[config.mk]
export PLATFORM = sky130hd
export DESIGN_NAME = dmem_access_ctrl
export DESIGN_NICKNAME = d
export VERILOG_FILES = /design/src/rtl/dmem_access_ctrl.sv
export SDC_FILE = /design/constraint.sdc
export NUM_CORES = 1
export LEC_CHECK = 0
export CAP_MARGIN = 5
export CORE_AREA = 8 8 102 127
export DETAILED_ROUTE_END_ITERATION = 7
export DIE_AREA = 0 0 110 135
export PLACE_DENSITY = 0.83
export SETUP_SLACK_MARGIN = 0.15
export SLEW_MARGIN = 20
export SYNTH_ARGS = -nofsm -noshare
export SYNTH_HDL_FRONTEND = slang
export SYNTH_SLANG_ARGS = --single-unit
[constraint.sdc]
create_clock -name clk_i -period 3.5 [get_ports clk_i]
set_clock_uncertainty 0.15 [all_clocks]
set_input_delay 0.35 -clock clk_i [delete_from_list [all_inputs] [get_ports clk_i]]
set_output_delay 0.35 -clock clk_i [all_outputs]
set_load 0.01 [all_outputs]
[src/rtl/dmem_access_ctrl.sv]
// Data-memory access sequencer: accepts one LOAD/STORE from execute, runs the
// DMEM req/ack handshake on registered bus signals, and aborts accesses that never get an ack.
`timescale 1ns/1ps

package simple_processor_pkg;
  localparam int ADDR_WIDTH = 32;
  localparam int DATA_WIDTH = 32;
endpackage

module dmem_access_ctrl #(
  parameter int MEM_ADDR_WIDTH = simple_processor_pkg::ADDR_WIDTH,
  parameter int MEM_DATA_WIDTH = simple_processor_pkg::DATA_WIDTH,
  parameter int TIMEOUT_CYCLES = 16
) (
  input  logic                      clk_i,
  input  logic                      arst_ni,
  input  logic                      ex_valid_i,
  input  logic                      ex_is_load_i,
  input  logic                      ex_is_store_i,
  input  logic [MEM_ADDR_WIDTH-1:0] ex_addr_i,
  input  logic [MEM_DATA_WIDTH-1:0] ex_wdata_i,
  output logic                      stall_o,
  output logic [MEM_DATA_WIDTH-1:0] rd_data_o,
  output logic                      rd_valid_o,
  output logic                      err_o,
  output logic                      dmem_req_o,
  output logic [MEM_ADDR_WIDTH-1:0] dmem_addr_o,
  output logic                      dmem_we_o,
  output logic [MEM_DATA_WIDTH-1:0] dmem_wdata_o,
  input  logic [MEM_DATA_WIDTH-1:0] dmem_rdata_i,
  input  logic                      dmem_ack_i,
  output logic [1:0]                dbg_state_o
);

  // Handshake: dmem_req_o stays high with addr/we/wdata frozen until dmem_ack_i
  // is seen high on a rising edge; the ack cycle is the last WAIT_ACK cycle.
  typedef enum logic [1:0] {
    IDLE     = 2'd0,
    WAIT_ACK = 2'd1,
    RESP     = 2'd2
  } state_e;

  localparam logic [7:0] CNT_LAST = 8'(TIMEOUT_CYCLES - 1);

  state_e                    state_q, state_d;
  logic [7:0]                cnt_q, cnt_d;
  logic [MEM_ADDR_WIDTH-1:0] addr_q, addr_d;
  logic [MEM_DATA_WIDTH-1:0] wdata_q, wdata_d;
  logic [MEM_DATA_WIDTH-1:0] rd_data_q, rd_data_d;
  logic                      we_q, we_d;
  logic                      abort_q, abort_d;
  logic                      ill_q, ill_d;

  logic one_hot_op;
  logic accept;
  logic illegal;
  logic timeout_hit;

  assign one_hot_op  = ex_is_load_i ^ ex_is_store_i;
  assign accept      = (state_q == IDLE) && ex_valid_i && one_hot_op;
  assign illegal     = (state_q == IDLE) && ex_valid_i && !one_hot_op;
  assign timeout_hit = (cnt_q == CNT_LAST);

  always_ff @(posedge clk_i or negedge arst_ni) begin
    if (!arst_ni) begin
      state_q   <= IDLE;
      cnt_q     <= '0;
      addr_q    <= '0;
      wdata_q   <= '0;
      rd_data_q <= '0;
      we_q      <= 1'b0;
      abort_q   <= 1'b0;
      ill_q     <= 1'b0;
    end else begin
      state_q   <= state_d;
      cnt_q     <= cnt_d;
      addr_q    <= addr_d;
      wdata_q   <= wdata_d;
      rd_data_q <= rd_data_d;
      we_q      <= we_d;
      abort_q   <= abort_d;
      ill_q     <= ill_d;
    end
  end

  // An ack in the final counted cycle takes priority over the timeout.
  always_comb begin
    state_d = state_q;
    case (state_q)
      IDLE:     if (accept) state_d = WAIT_ACK;
      WAIT_ACK: if (dmem_ack_i || timeout_hit) state_d = RESP;
      RESP:     state_d = IDLE;
      default:  state_d = IDLE;
    endcase
  end

  always_comb begin
    cnt_d     = '0;
    addr_d    = addr_q;
    wdata_d   = wdata_q;
    rd_data_d = rd_data_q;
    we_d      = we_q;
    abort_d   = abort_q;
    ill_d     = illegal;
    case (state_q)
      IDLE: begin
        if (accept) begin
          addr_d  = ex_addr_i;
          we_d    = ex_is_store_i;
          abort_d = 1'b0;
          if (ex_is_store_i) wdata_d = ex_wdata_i;
        end
      end
      WAIT_ACK: begin
        cnt_d = cnt_q + 8'd1;
        if (dmem_ack_i) begin
          abort_d = 1'b0;
          if (!we_q) rd_data_d = dmem_rdata_i;
        end else if (timeout_hit) begin
          abort_d   = 1'b1;
          rd_data_d = '0;
        end
      end
      default: cnt_d = '0;
    endcase
  end

  always_comb begin
    stall_o    = 1'b0;
    dmem_req_o = 1'b0;
    rd_valid_o = 1'b0;
    err_o      = ill_q;
    case (state_q)
      IDLE:     stall_o = accept;
      WAIT_ACK: begin
        stall_o    = 1'b1;
        dmem_req_o = 1'b1;
      end
      RESP: begin
        rd_valid_o = !we_q;
        err_o      = ill_q | abort_q;
      end
      default: ;
    endcase
  end

  assign rd_data_o    = rd_data_q;
  assign dmem_addr_o  = addr_q;
  assign dmem_we_o    = we_q;
  assign dmem_wdata_o = wdata_q;
  assign dbg_state_o  = state_q;

endmodule

==> After elaboration in Yosys (flattened, before gate mapping) <==
Index checks and enable logic that the tools add are counted.
{ "word_totals": {"register_bits": 109, "input_bits": 102, "elab_cells": 47} }
{ "classes": {"add_sub_neg": 1, "n_eq_ne": 7, "mux": 15, "n_bitwise": 2, "n_reduce_logical": 14} }
{ "ops": {"columns": ["op", "n"], "rows": [
  ["two-way mux 32 bit", 3],
  ["AND reduction 3 bit", 3],
  ["adder 8 x 1 -> 8 bit, second input constant", 1],
  ["== test 8 x 4 -> 1 bit, second input constant", 1],
  ["two-way mux 8 bit", 1],
  ["two-way mux 1 bit", 6],
  ["!= test 2 bit, second input constant", 3],
  ["two-way mux 2 bit", 2],
  ["one-hot mux 1 bit (2 select lines)", 2],
  ["one-hot mux 2 bit (2 select lines)", 1],
  ["AND reduction 2 bit", 2],
  ["nonzero test 2 bit", 2],
  ["logical AND 1 bit", 3],
  ["!= test 3 bit, second input constant", 1],
  ["== test 2 x 1 -> 1 bit, second input constant", 1],
  ["== test 2 bit, second input constant", 1],
  ["logical NOT 1 bit", 2],
  ["logical NOT 2 bit", 1],
  ["logical OR 1 bit", 1],
  ["bitwise OR 1 bit", 1],
  ["bitwise XOR 1 bit", 1]
]} }

==> Longest topological paths before layout <==
{ "logic_depth": {"ltp_word": 5, "depth_mapped": 5, "mapped_depth_nobuf": 4} }

==> Worst setup path before layout <==
OpenSTA, ideal clock, no wires.
{ "synth_path": {"path_kind": "register to register", "start": "register state_q[0], in the netlist dbg_state_o[0]", "end": "register wdata_q[0], in the netlist dmem_wdata_o[0]", "setup_time_ps": 125, "arrival_ps": 1393, "t_required_ps": 3225, "path_slack_ps": 1832, "path_stages_with_launch": 5, "n_path_buf": 1, "synth_period_minus_slack_ps": 1668, "path_cell_list": "dfrtp_1 -> nor3b_4 -> nand3b_4 -> buf_6 -> mux2_4"} }
{ "synth_via": {"elab_chain_cells": 4} }
{ "synth_rtl": {"columns": ["item", "line", "rtl"], "rows": [
  ["from (decl)", "45", "state_e state_q, state_d;"],
  ["from (signal assigned)", "75", "state_q <= state_d;"],
  ["logical NOT 2 bit *", "60, 105", null],
  ["logical AND 1 bit (2 in a row)", "60", "assign accept = (state_q == IDLE) && ex_valid_i && one_hot_op;"],
  ["AND reduction 3 bit (no line) *", null, null],
  ["to (signal assigned)", "78", "wdata_q <= wdata_d;"],
  ["to (decl)", "48", "logic [MEM_DATA_WIDTH-1:0] wdata_q, wdata_d;"]
]} }
Mark *: on every way between the ends. The rest lies on a longest branch, timed or not.
A chain may end at the register's enable or synchronous reset.

==> Final worst setup path <==
{ "layout_path": {"start": "register state_q[1], in the netlist dbg_state_o[1]", "end": "output port dmem_req_o"} }
{ "layout_via": {"elab_chain_cells": 2} }
{ "layout_rtl": {"columns": ["item", "line", "rtl"], "rows": [
  ["== test 2 x 1 -> 1 bit", "133", "case (state_q)"],
  ["two-way mux 1 bit", "133", null],
  ["to (decl)", "26", "output logic dmem_req_o,"]
]} }
No other way between the ends.

==> results by group <==
Logic synthesis
  – Prevailing post-synth register cell: dfrtp_1
  – Mapped Cells: roughly 370
  – Ys async rst share: between 90% and 100%
  – Largest cells by area after synthesis: dfrtp_1, mux2_4, o221ai_1
  – Number of synthesized flops with an enable pin: 0
  – Post-synth top cells: dfrtp_1, nand2_1, mux2_4
  – Post-synth top area share: 57.0%
  – Flops & latches, synth: between 100 and 150
  – Avg Cell Area, Syn: about 13 um^2
  – Area of the mapped netlist: around 4800 um^2
  – Synth area leader: dfrtp_1
  – Post-synth net total: 471
  – Yosys warns: 0
  – Post-synthesis sequential area ratio: a little under three fifths
  – Distinct cells, synth: 35
  – Top-count cell post-synth: dfrtp_1

Cells and area
  – Share of cells above drive strength 1: 16.9%
  – Multi-input logic area: between 1500 and 2000 um^2
  – Ant. Diodes: 0
  – Fillers: 814
  – Final core utilization: 65.8%
  – Area Growth Syn to Fin: 50.2%
  – Final instance area: 7190 um^2
  – Layout Nets: roughly 670
  – Post-Layout Cell Count: approximately 700
  – Register cell area after layout: between 2000 and 3000 um^2

STA
  – WHS: 0.352 ns
  – Setup ws final: between 0.9 and 1 ns
  – Final Max Tran Viols: 0
  – Final Hold Viols: 0
  – Final setup viols: 0
  – Actual slew at the worst max-slew pin: just over 0.8 ns
  – Final Cycle Share: approximately 72%
  – Fmax: 397 MHz
  – RSZ-0062 raised after global routing: no
  – Slew headroom: a little under half
  – Setup TNS: 0 ns
  – Tmin final: roughly 2.5 ns

Worst hold path
  – Hold Path Sink: cnt_q[0]
  – Worst hold path cell count: 1
  – Worst Hold Launch: cnt_q[0]
  – Hold Crit Class: reg -> reg

Critical path
  – Worst Setup Start Kind: flip-flop
  – CP max FO: 11
  – Worst R2R End: rd_data_o[24]
  – Worst path max stage delay: 0.58 ns
  – CP arrival: a little over 2 ns
  – Worst path cell trace: nand2b_1 > inv_1 > clkdlybuf4s50_1
  – Worst R2R Setup Slack: between 1 and 1.5 ns
  – CP required: 3.00 ns
  – Crit. End Element: output pin
  – Worst path slowest cell: clkdlybuf4s50_1
  – WP buf/inv: 2
  – Reg2reg start: cnt_q[6]
  – Path depth of the worst reg2reg path: 3
  – CP top delay family: buffers and inverters
  – WS Path Type: reg -> out

Floorplan
  – Io pins: 205
  – Die ar.: ~15000 um^2
  – Chip Height: 135 um
  – Core footprint: 10900 um^2
  – Die width: ~110 um
  – Initial core utilization: a little over two fifths
  – # rows: 43

Power
  – Tot Pwr: roughly 4.7 mW
  – Lkg Pwr: between 3 and 4 nW
  – PD cells: approximately 650 nW/um^2
  – Peak supply drop: between 300 and 400 uV

Global route
  – Vias in the first global route: 4041
  – Overflow left after global routing: 0
  – Largest net degree at the start of global routing: 53
  – First-pass GRT wire length: around 21000 um
  – Global Route Usage Sum: between 10% and 20%
  – Initial antenna violation count: 0

Place
  – DP Worst Slack: about 1.0 ns
  – Final HPWL DP: 9930 um
  – Cells after DPL: 691
  – Post-DP Area: slightly below 7000 um^2
  – Port-buffer cells: 204
  – RePlAce Congestion: roughly 0.72

Route
  – Post-DR wirelength/cell: roughly 19 um
  – DR vias: around 3600
  – Post-route DRC: 0
  – Vias per cell: ~5.1
  – Post-DRT Antenna Nets: 0
  – Iteration-0 DRC Markers: between 70 and 80
  – Drt total wl: approximately 13000 um
  – 1st-pass router iterations: 4

Clocking
  – Post-CTS sizing: 0
  – CTS Buf Count: 9
  – CTS tree: done
  – Clock-pin slew on the worst setup and hold paths: ~0.070 ns
  – Sink Count: ~110
  – Clk Latency, worst-skew pair: 0.34 ns
  – # H-tree levels: 3
  – Root Buffer: clkbuf_16
  – CTS Buffer Depth: 2

Flow run
  – # Max-Cap Violations: 0

Run status
  – Status: finished clean
==> state kept, by name, indices dropped and copies added, names as in the netlist <==
signal / cells
dmem_addr_o: 32
dmem_wdata_o: 32
rd_data_o: 32
cnt_q: 8
dbg_state_o: 2
abort_q: 1
dmem_we_o: 1
ill_q: 1
==> layout make-up <==
type                       instances  area share (%)
clock buffer                      10            3.32
clock inverter                     6           0.609
inverter                          35            1.83
multi-input combinational        204            25.0
sequential                       109            37.9
tap                              135            2.35
timing repair buffer             209            28.9
==> cell families after synthesis <==
group                    Yosys count  share of synthesized area (%)
multiplexers                      64                           19.5
XOR/XNOR                           4                          0.889
buffers and inverters             55                           5.86
AO/OA/AOI/OAI                     45                           7.61
AND/OR/NAND/NOR                   90                           8.92
adder cells (fa/ha/maj)            1                          0.261
flip-flops                       109                           57.0
==> how the worst max path moves through the flow <==
stage / startpoint / endpoint / slack (ns) / cells past startpoint
floorplan: dbg_state_o[0] / dmem_wdata_o[0] / 1.83 / 4
global placement: ex_valid_i / dmem_wdata_o[28] / 1.09 / 4
detailed placement: dmem_ack_i / rd_data_o[24] / 1.03 / 4
CTS: dbg_state_o[1] / dmem_req_o / 0.95 / 3
global route: dbg_state_o[1] / dmem_req_o / 0.85 / 3
finish: dbg_state_o[1] / dmem_req_o / 0.98 / 3
==> per-layer routing <==
layer | up-vias | part of all wire (%) | global-route usage [%]
met4 | 0 | 1.4 | 5.87
li1 | 1655 | - | -
met2 | 126 | 52 | 31.1
met1 | 1781 | 38 | 20.0
met5 | - | 0 | 0
met3 | 14 | 9.2 | 6.58
==> cells in the final DEF (no fill, tap or decap), types with 2 or more instances in the layout <==
cell | netlist | routed
dfrtp_1 | 109 | 109
buf_4 | 0 | 5
nor2_1 | 6 | 6
clkinv_2 | 0 | 2
a21oi_1 | 5 | 4
inv_1 | 35 | 35
o221ai_1 | 32 | 32
xnor2_1 | 2 | 2
clkbuf_16 | 0 | 9
nand3_1 | 3 | 3
inv_6 | 0 | 3
clkdlybuf4s50_1 | 0 | 203
mux2_4 | 56 | 56
mux2_2 | 8 | 8
nand2_1 | 66 | 66
o21ai_0 | 3 | 3
or3_1 | 2 | 2
==> what timing repair did <==
action                                  in CTS  in global routing
hold endpoints to repair                    50                  0
endpoints found under the setup margin       0                  0
buffers inserted                             0                  0
hold buffers                                 1                  0
==> power breakdown <==
| part | total [mW] | switching, mW | leakage, nW | internal, mW |
|---|---|---|---|---|
| logic | 1.84 | 0.682 | 2.01 | 1.15 |
| clock network | 0.967 | 0.460 | 0.140 | 0.508 |
| registers | 1.87 | 0.251 | 1.23 | 1.62 |
| total | 4.68 | 1.39 | 3.38 | 3.29 |
Note: power is estimated with default switching activity, not from simulation.
